$ cat src/rtl/spi_slave.sv
// ---------------------------------------------------------------------------
// spi_slave -- SPI mode-0 slave endpoint, MSB first, variable-length frames.
//
// The bus pins (SCLK, MOSI, SS_N) are sampled through identical SYNC_STAGES
// flop chains into the clk domain and edge-detected there.
// The host loads a response word into a TX buffer. After each frame it gets
// the received word, right-aligned, plus the number of SCLK rising edges.
//
// Optional feature: define SPI_SLAVE_OVERRUN_EN to add the sticky
// rx_overrun output. Without it, an unread frame is silently overwritten.
//
// Ports:
//   clk, rst       system clock, synchronous active-high reset
//   tx_load        1-cycle strobe, captures tx_data/tx_nbits into TX buffer
//   tx_data        response word, bit tx_nbits-1 goes out first
//   tx_nbits       number of valid response bits
//   rx_data        last received frame, last bit in [0]
//   rx_nbits       SCLK rises in last frame, saturating at SPI_MAXLEN
//   rx_valid       frame-complete flag, held until rx_ack
//   rx_ack         clears rx_valid
//   busy           high while a frame is in progress
//   SCLK/MOSI/SS_N SPI bus inputs from the master
//   MISO           slave-out data (registered)
//   rx_overrun     (SPI_SLAVE_OVERRUN_EN only) sticky overwrite flag
//
// Handshake: rx_valid is set on the edge that completes a frame and stays
// high until a cycle with rx_ack=1 has been seen. It then drops on the next
// edge. If completion and rx_ack land in the same cycle, rx_valid stays set.
// tx_load has no ready: it is accepted in every cycle.
// ---------------------------------------------------------------------------
module spi_slave #(
   parameter int SPI_MAXLEN  = 32,
   parameter int SYNC_STAGES = 2    // must be >= 2
) (
   input  logic                         clk,
   input  logic                         rst,
   input  logic                         tx_load,
   input  logic [SPI_MAXLEN-1:0]        tx_data,
   input  logic [$clog2(SPI_MAXLEN):0]  tx_nbits,
   output logic [SPI_MAXLEN-1:0]        rx_data,
   output logic [$clog2(SPI_MAXLEN):0]  rx_nbits,
   output logic                         rx_valid,
   input  logic                         rx_ack,
   output logic                         busy,
   input  logic                         SCLK,
   input  logic                         MOSI,
   input  logic                         SS_N,
`ifdef SPI_SLAVE_OVERRUN_EN
   output logic                         rx_overrun,
`endif
   output logic                         MISO
);

   localparam int NW = $clog2(SPI_MAXLEN) + 1;
   localparam logic [NW-1:0] MAXLEN_N = NW'(SPI_MAXLEN);
   localparam logic [7:0]    FLUSH_N  = 8'(SYNC_STAGES);

   typedef enum logic [1:0] {
      WAIT_IDLE = 2'd0,
      IDLE      = 2'd1,
      ACTIVE    = 2'd2
   } state_t;

   // Current FSM state, visible by hierarchical reference for debug.
   state_t state;

   // ---------------- synchronisers and edge detect ----------------
   logic [SYNC_STAGES-1:0] sclk_sync, mosi_sync, ss_sync;
   logic                   sclk_prev, ss_prev;
   logic                   sclk_s, mosi_s, ss_s;
   logic                   sclk_rise, sclk_fall, ss_fall, ss_rise;

   always_ff @(posedge clk) begin
      if (rst) begin
         sclk_sync <= '0;
         mosi_sync <= '0;
         ss_sync   <= '1;
         sclk_prev <= 1'b0;
         ss_prev   <= 1'b1;
      end else begin
         sclk_sync <= {sclk_sync[SYNC_STAGES-2:0], SCLK};
         mosi_sync <= {mosi_sync[SYNC_STAGES-2:0], MOSI};
         ss_sync   <= {ss_sync[SYNC_STAGES-2:0], SS_N};
         sclk_prev <= sclk_s;
         ss_prev   <= ss_s;
      end
   end

   assign sclk_s    = sclk_sync[SYNC_STAGES-1];
   assign mosi_s    = mosi_sync[SYNC_STAGES-1];
   assign ss_s      = ss_sync[SYNC_STAGES-1];
   assign sclk_rise =  sclk_s & ~sclk_prev;
   assign sclk_fall = ~sclk_s &  sclk_prev;
   assign ss_fall   = ~ss_s   &  ss_prev;
   assign ss_rise   =  ss_s   & ~ss_prev;

   // ---------------- TX alignment ----------------
   // The response is left-aligned into the shifter so the first bit sits in
   // the MSB. Each SCLK fall then shifts left, and zeros shift in behind.
   // Once the valid bits are used up, MISO therefore reads 0.
   // tx_nbits above SPI_MAXLEN is clamped.
   logic [SPI_MAXLEN-1:0] tx_buf_data;
   logic [NW-1:0]         tx_buf_nbits;
   logic [NW-1:0]         tx_eff, tx_sh;
   logic [SPI_MAXLEN-1:0] tx_aligned;

   assign tx_eff     = (tx_buf_nbits > MAXLEN_N) ? MAXLEN_N : tx_buf_nbits;
   assign tx_sh      = MAXLEN_N - tx_eff;
   assign tx_aligned = tx_buf_data << tx_sh;

   // ---------------- main FSM ----------------
   logic [SPI_MAXLEN-1:0] tx_shift;
   logic [SPI_MAXLEN-1:0] rx_shift;
   logic [NW-1:0]         rx_cnt;
   // WAIT_IDLE counts the synchroniser flush first, so the reset value
   // of ss_sync (1) cannot be mistaken for an idle bus.
   logic [7:0]            flush_cnt;
   logic                  miso_q;
`ifdef SPI_SLAVE_OVERRUN_EN
   logic                  overrun_q;
`endif

   always_ff @(posedge clk) begin
      if (rst) begin
         state        <= WAIT_IDLE;
         flush_cnt    <= '0;
         tx_buf_data  <= '0;
         tx_buf_nbits <= '0;
         tx_shift     <= '0;
         rx_shift     <= '0;
         rx_cnt       <= '0;
         rx_data      <= '0;
         rx_nbits     <= '0;
         rx_valid     <= 1'b0;
         busy         <= 1'b0;
         miso_q       <= 1'b0;
`ifdef SPI_SLAVE_OVERRUN_EN
         overrun_q    <= 1'b0;
`endif
      end else begin
         if (tx_load) begin
            tx_buf_data  <= tx_data;
            tx_buf_nbits <= tx_nbits;
         end

         // Clear on ack. The frame-completion branch below assigns later,
         // so a coincident completion keeps the flags set.
         if (rx_ack) begin
            rx_valid  <= 1'b0;
`ifdef SPI_SLAVE_OVERRUN_EN
            overrun_q <= 1'b0;
`endif
         end

         case (state)
            WAIT_IDLE: begin
               busy   <= 1'b0;
               miso_q <= 1'b0;
               if (flush_cnt != FLUSH_N)
                  flush_cnt <= flush_cnt + 8'd1;
               else if (ss_s)
                  state <= IDLE;
            end

            IDLE: begin
               if (ss_fall) begin
                  state    <= ACTIVE;
                  tx_shift <= tx_aligned;
                  miso_q   <= tx_aligned[SPI_MAXLEN-1];
                  busy     <= 1'b1;
                  rx_shift <= '0;
                  rx_cnt   <= '0;
               end
            end

            ACTIVE: begin
               // SS_N rise outranks any SCLK edge seen in the same cycle.
               if (ss_rise) begin
                  state    <= IDLE;
                  rx_data  <= rx_shift;
                  rx_nbits <= rx_cnt;
                  rx_valid <= 1'b1;
                  busy     <= 1'b0;
                  miso_q   <= 1'b0;
`ifdef SPI_SLAVE_OVERRUN_EN
                  if (rx_valid && !rx_ack)
                     overrun_q <= 1'b1;
`endif
               end else if (sclk_rise) begin
                  rx_shift <= {rx_shift[SPI_MAXLEN-2:0], mosi_s};
                  if (rx_cnt != MAXLEN_N)
                     rx_cnt <= rx_cnt + 1'b1;
               end else if (sclk_fall) begin
                  tx_shift <= {tx_shift[SPI_MAXLEN-2:0], 1'b0};
                  miso_q   <= tx_shift[SPI_MAXLEN-2];
               end
            end

            default: state <= WAIT_IDLE;
         endcase
      end
   end

   assign MISO = miso_q;
`ifdef SPI_SLAVE_OVERRUN_EN
   assign rx_overrun = overrun_q;
`endif

endmodule
$ cat config.mk
export PLATFORM = sky130hd
export DESIGN_NAME = spi_slave
export DESIGN_NICKNAME = d
export VERILOG_FILES = /design/src/rtl/spi_slave.sv
export SDC_FILE = /design/constraint.sdc
export NUM_CORES = 1
export LEC_CHECK = 0
export ABC_AREA = 1
export BUFFER_PORTS_ARGS = -buffer_cell sky130_fd_sc_hd__buf_2
export CORE_MARGIN = 3
export CORE_UTILIZATION = 40
export CTS_CLUSTER_SIZE = 28
export DETAILED_ROUTE_END_ITERATION = 12
export PLACE_DENSITY_LB_ADDON = 0.1
export RECOVER_POWER = 25
export SETUP_SLACK_MARGIN = 0.3
export SYNTH_ARGS = -nofsm -noshare
export SYNTH_HDL_FRONTEND = slang
export SYNTH_SLANG_ARGS = --single-unit
export TNS_END_PERCENT = 20
$ cat constraint.sdc
create_clock -name clk -period 8.5 [get_ports clk]
set_clock_uncertainty 0.2 [all_clocks]
set_input_delay 0.85 -clock clk [delete_from_list [all_inputs] [get_ports clk]]
set_output_delay 0.85 -clock clk [all_outputs]
set_load 0.02 [all_outputs]
Yosys cells after proc, flatten, opt, wreduce, memory -nomap -nowiden:

Cells that the tools add are included.

* output and inout port bits: 41
* bits in registers: 166
* input bits: 45

* shift operators: 1
* magnitude comparators: 1
* bitwise operators: 8
* reductions and logical operators: 11
* add/sub/neg operators: 3
* eq/ne operators: 15
* muxes and demuxes: 31

Operators by type and width (count)
* 31-bit two-way mux: 4
* 32-bit two-way mux: 3
* 32-bit one-hot mux with 2 select lines: 1
* 31-bit one-hot mux with 2 select lines: 1
* 32-bit by 6-bit << shifter with 32-bit output: 1
* 6-bit two-way mux: 5
* 2-bit != test, second input constant: 9
* 6-bit one-hot mux with 2 select lines: 1
* 4-bit AND reduction: 3
* 5-bit AND reduction: 2
* 1-bit two-way mux: 9
* 8-bit by 1-bit adder with 8-bit output, second input constant: 1
* 2-bit two-way mux: 4
* 8-bit by 2-bit != test with 1-bit output, second input constant: 1
* 6-bit by 1-bit adder with 6-bit output, second input constant: 1
* 6-bit greater-than comparator, second input constant: 1
* 3-bit != test, second input constant: 2
* 6-bit != test, second input constant: 1
* 1-bit one-hot mux with 3 select lines: 2
* 2-bit one-hot mux with 3 select lines: 1
* 6-bit subtractor, first input constant: 1
* 1-bit bitwise AND: 4
* 1-bit inverter: 4
* 2-bit AND reduction: 2
* other kinds (6): 6

Depth between registers and ports, before layout:

* word-level depth: 6
* gate-level depth with buffers: 20

Worst setup path before layout:

No wires, ideal clock.

* path type: reg-to-reg
* start point: register tx_buf_nbits[2]
* end point: register tx_shift[17]
* path slack: 5.681 ns
* path buffers: 5
* stages on the path, launching flop included: 18
* library setup time: 0.070 ns
* arrival time: 2.549 ns
* clock period less this slack: 2.819 ns
* path through: dfxtp_1 -> nor2_1 -> nand3_2 -> nand2_4 -> nand2_4 -> buf_6 -> buf_6 -> ha_1 -> clkbuf_1 -> inv_1 -> buf_2 -> buf_1 -> nand3_1 -> nor2_1 -> inv_1 -> o21ai_0 -> nand2_1 -> a21oi_1

* cells in the longest elaborated chain, start to end: 6

Ends and longest elaborated chain
* start: declaration: line 103 `logic [NW-1:0] tx_buf_nbits;`
* start signal: assignment: line 143 `tx_buf_nbits <= tx_nbits;`
* 6-bit greater-than comparator: line 107 `assign tx_eff = (tx_buf_nbits > MAXLEN_N) ? MAXLEN_N : tx_buf_nbits;`
* 6-bit two-way mux *: line 107
* 6-bit subtractor *: line 108 `assign tx_sh = MAXLEN_N - tx_eff;`
* 32-bit by 6-bit << shifter with 32-bit output *: line 109 `assign tx_aligned = tx_buf_data << tx_sh;`
* 31-bit two-way mux *: line 166 `if (ss_fall) begin`
* 31-bit one-hot mux with 2 select lines *: line 155 `case (state)`
* end signal: assignment: line 168 `tx_shift <= tx_aligned;`
* end signal: assignment: line 194 `tx_shift <= {tx_shift[SPI_MAXLEN-2:0], 1'b0};`
* end: declaration: line 112 `logic [SPI_MAXLEN-1:0] tx_shift;`

Mark *: on every way between the ends. The rest lies on a longest branch, timed or not. The select of a mux whose other input is x is not followed.
A chain may end at the register's enable or synchronous reset.

==> results.md <==
- The share of cells above drive strength 1 is 8.926%.
- The number of gates on the worst path with buffers counted is 6.
- The data required time of the worst path is 8.65 ns.
- The proportion of power drawn by combinational gates is 28.4%.
- The critical path capture point is tx_buf_nbits[5].
- The vertical extent of the die is 147.4 microns.
- Entering global routing, the biggest net connects 84 pins.
- In the routed layout, each cell is associated on average with a via count of 5.163.
- In the global route stage, overall resource usage came out at 19.71%.
- The flow ran to the end, but the final reports show violations.
- The max-slew violation total from the final report is 164.
- CTS saw 166 sinks.
- STA classifies the critical path startpoint as an input port.
- The internal portion of total power is 0.001430 W.
- The path class of the tightest hold or removal check is reg2reg.
- The largest stage delay on the critical path is 1.98 ns.
- The library cell used most frequently in the layout, excluding fill and tap cells, is sky130_fd_sc_hd__nand2_1.
- In this run the tightest slew margin relative to its limit is -141.0%.
- The count of nets left with antenna violations after detail routing is 0.
- The type of the worst setup path is in2reg.
- The slack of the critical path is 3.074 ns.
- Setup total negative slack on the finished layout was measured at 0 ns.
- Of all flip-flops after synthesis, the portion carrying an async set or reset was 0%.
- Clock tree synthesis selected as its root buffer the cell sky130_fd_sc_hd__clkbuf_16.
- The average instance in the mapped netlist occupies 6.866 sq um.
- The number of global-route vias before repair came to 7176.
- The area of the die is 21730 sq um.
- The number of distinct library cells after synthesis is 38.
- The final critical-path share of the clock period is 63.83%.
- Detailed placement ended at an HPWL of 14.25 mm.
- The post-layout minimum cycle time is 5.426 ns.
- The data arrival time at the worst-slack endpoint is 5.57 ns.
- During synthesis, Yosys emitted a total of 0 warnings.
- Counting the buffers created by CTS gives 17.
- The number of nets handed over by synthesis was 1219.
- The floorplan die width is 147.4 microns.
- The core footprint is 19530 sq um.
- The number of antenna violations at the first check in global routing is 0.
- The clock latency at the later pin of the worst-skew pair is 0.43 ns.
- TritonCTS built the clock tree.
- The global-route wire length before repair is 35.58 mm.
- The power density over the cells is 256.2 nW/um^2.
- The maximum clock path buffer count is 2.
- The port buffer count is 85.
- The static leakage power is 3.590 nW.
- The floorplan has 51 rows.
- At the pin with the least slew margin, the transition time is 3.615 ns.
- The endpoint identified for the worst register-to-register timing path is rx_shift[16].
- The analysis attributes to net switching a power of 0.0008752 W.
- The synthesized flop and latch total is 166.
- The iteration-0 DRC count of the detailed router is 498.
- The peak supply drop is 139.0 uV.
- OpenSTA, run right after detailed placement, puts the worst setup slack at 4.359 ns.
- The starting density of the core is 40.97%.
- The count of unresolved DRC violations after routing is 0.
- Setup repair after global routing left no endpoint under its margin.
- The post-synthesis instance area is 7999 sq um.
- The part of the power in registers is 38.0%.
- The clock power share is 33.6%.
- The number of hold violations in the final report is 0.
- The area growth from synthesis to layout is 12.50%.
- Traced cell by cell, the critical path runs through buf_2 > clkbuf_1 > inv_2 > clkbuf_1 > o21ai_0 > a21oi_1.
- On the critical path, the stage with the largest delay is an instance of sky130_fd_sc_hd__clkbuf_1.
- The most critical setup path has its startpoint at rst.
- Across all register-to-register paths, the minimum setup slack is 4.31 ns.
- The number of instances in the synthesized netlist is 1165.
- Gates resized during post-CTS repair numbered 0.
- The number of iterations in the first detailed-routing pass is 6.
- The checks that failed: max-capacitance violations, max-slew violations.
- The count of endpoints failing setup in the final report is 0.
- Buffers inserted to repair hold after CTS numbered 0.
- The final layout contains routed wiring with a total length of 21.28 mm.
- The clock-pin slew reported for the worst setup and hold paths after clock tree synthesis is 0.07 ns.
- The most frequently used flop master after synthesis is sky130_fd_sc_hd__dfxtp_1.
- The count of buffering cells on the critical path with inverters included is 4.
- Across the run, the number of max-cap violations was 2.
- The register area share after synthesis is 41.55%.
- Summed over all layers, the global routing overflow is 0.
- At the end of the flow, the number of nets in the layout was 1251.
- The synthesized design contains 0 enable-type register cells.
- The number of vias in the routed layout is 7615.
- In this run switching power makes up 37.96% of total power.
- The library cell appearing most often on the critical path is sky130_fd_sc_hd__clkbuf_1.
- Buffers added to address setup during post-CTS repair amount to 0.
- The final antenna diode count is 0.
- For this run, the top clock speed supported by timing is 0.1843 GHz.
- The last weighted congestion value of the routability-driven placer is 0.9102.
- On the critical path the largest part of the delay comes from buffers and inverters.
- The number of cells on the worst hold path is 2.
- In this run the worst path has a maximum fanout of 83.
- The startpoint of the most critical register-to-register path is state[0].
- For this design the top-level I/O count stands at 86.
- The H-tree depth is 4.
- The average wire per cell in the routed design is 14.43 microns.
- STA classifies the critical path endpoint as a flip-flop.
- In the layout the commonest cells are sky130_fd_sc_hd__nand2_1, sky130_fd_sc_hd__dfxtp_1, sky130_fd_sc_hd__a21oi_1.
- Counting cells, the worst reg-to-reg path comes to 11.
-- registers in the layout (all words and copies together) (netlist names) --
register,cells
rx_data,32
rx_shift,32
tx_buf_data,32
tx_shift,31
flush_cnt,8
rx_cnt,6
rx_nbits,6
tx_buf_nbits,6
mosi_sync,2
sclk_sync,2
ss_sync,2
state,2
MISO,1
busy,1
rx_valid,1
sclk_prev,1
ss_prev,1
-- metal layers --
layer | part of all wire (%) | vias to the layer above | track usage (%)
met4 | 1.5 | 0 | 5.452
met2 | 45 | 162 | 31.68
met1 | 49 | 3480 | 27.14
met5 | 0 | - | 0
met3 | 4.0 | 21 | 4.016
li1 | - | 3952 | -
-- Yosys cell counts, types with 2 or more instances --
master,count,area share (%)
sky130_fd_sc_hd__o21ai_0,96,6.0
sky130_fd_sc_hd__nor2_2,2,0.16
sky130_fd_sc_hd__a21oi_1,161,10
sky130_fd_sc_hd__inv_2,6,0.28
sky130_fd_sc_hd__nand4_1,4,0.31
sky130_fd_sc_hd__or2_2,2,0.16
sky130_fd_sc_hd__buf_4,4,0.38
sky130_fd_sc_hd__nor3b_1,3,0.28
sky130_fd_sc_hd__inv_1,79,3.7
sky130_fd_sc_hd__buf_6,4,0.56
sky130_fd_sc_hd__a211oi_1,3,0.28
sky130_fd_sc_hd__nor3_1,9,0.56
sky130_fd_sc_hd__nand2_4,3,0.42
sky130_fd_sc_hd__nand3_1,136,8.5
sky130_fd_sc_hd__clkbuf_1,52,2.4
sky130_fd_sc_hd__nor2_1,72,3.4
sky130_fd_sc_hd__o211ai_1,19,1.8
sky130_fd_sc_hd__nand2_2,4,0.31
sky130_fd_sc_hd__nand3_2,2,0.25
sky130_fd_sc_hd__nor4_1,2,0.16
sky130_fd_sc_hd__dfxtp_1,166,42
sky130_fd_sc_hd__o21ai_1,32,2.0
sky130_fd_sc_hd__buf_1,2,0.094
sky130_fd_sc_hd__buf_2,17,1.1
sky130_fd_sc_hd__ha_1,9,1.4
sky130_fd_sc_hd__o21ai_2,2,0.22
sky130_fd_sc_hd__nand2_1,263,12
-- metrics by stage --
step	utilization [%]	hold WS [ns]	power, W	cell area (sq um)	std cells
after floorplan	-	0.1883	0.001393	7999	1165
after global placement	43.28	0.1928	0.001546	8452	1443
after detailed placement	43.28	0.1928	0.001544	8452	1443
after CTS	46.39	0.2009	0.002327	9057	1475
after global routing	46.08	0.2261	0.002462	8999	1475
final	46.08	0.2034	0.002306	8999	1475
-- worst min-delay path by stage --
stage                      start           end  slack (ns)
floorplan           mosi_sync[0]  mosi_sync[1]        0.19
global placement    sclk_sync[0]  sclk_sync[1]        0.19
detailed placement    ss_sync[0]    ss_sync[1]        0.19
CTS                 mosi_sync[0]  mosi_sync[1]        0.20
global route        mosi_sync[0]  mosi_sync[1]        0.23
finish              sclk_sync[0]  sclk_sync[1]        0.20
-- power groups by stage --
stage | Clock, W | Combinational [W] | Sequential (W)
detailed placement | 0 | 0.000650 | 0.000894
finish | 0.000775 | 0.000654 | 0.000877
floorplan | 0 | 0.000505 | 0.000887
CTS | 0.000796 | 0.000654 | 0.000877
global placement | 0 | 0.000652 | 0.000894
global route | 0.000827 | 0.000750 | 0.000885
-- final cells by class --
cell class	instances	area, sq um
fill	2112	10530
clock inverter	15	180.2
inverter	86	322.8
timing repair buffer	92	419.2
sequential	166	3323
clock buffer	17	425.4
multi-input combinational	834	3996
tap	265	331.6
-- worst reg2reg max path, stage by stage (launching register included) --
cell	delay [ns]
sky130_fd_sc_hd__dfxtp_1	0.33
sky130_fd_sc_hd__inv_1	0.11
sky130_fd_sc_hd__ha_2	0.19
sky130_fd_sc_hd__inv_1	0.11
sky130_fd_sc_hd__nor2_2	0.12
sky130_fd_sc_hd__buf_4	0.41
sky130_fd_sc_hd__clkinv_1	0.95
sky130_fd_sc_hd__nand3_1	0.30
sky130_fd_sc_hd__buf_4	0.37
sky130_fd_sc_hd__inv_1	0.53
sky130_fd_sc_hd__nand3_1	0.23
sky130_fd_sc_hd__a21oi_1	0.08
-- cell families (layout without fill, tap and decap cells) --
logic type | count (synthesis) | count (layout) | synth area share, %
adders and majority gates | 9 | 9 | 1.408
and+or+nand+nor | 506 | 506 | 27.23
AOI/OAI and AO/OA | 317 | 317 | 20.79
xor gates and xnor gates | 2 | 2 | 0.4537
DFF | 166 | 166 | 41.55
buffers and inverters | 165 | 210 | 8.572
Note: power is estimated with default switching activity, not from simulation.
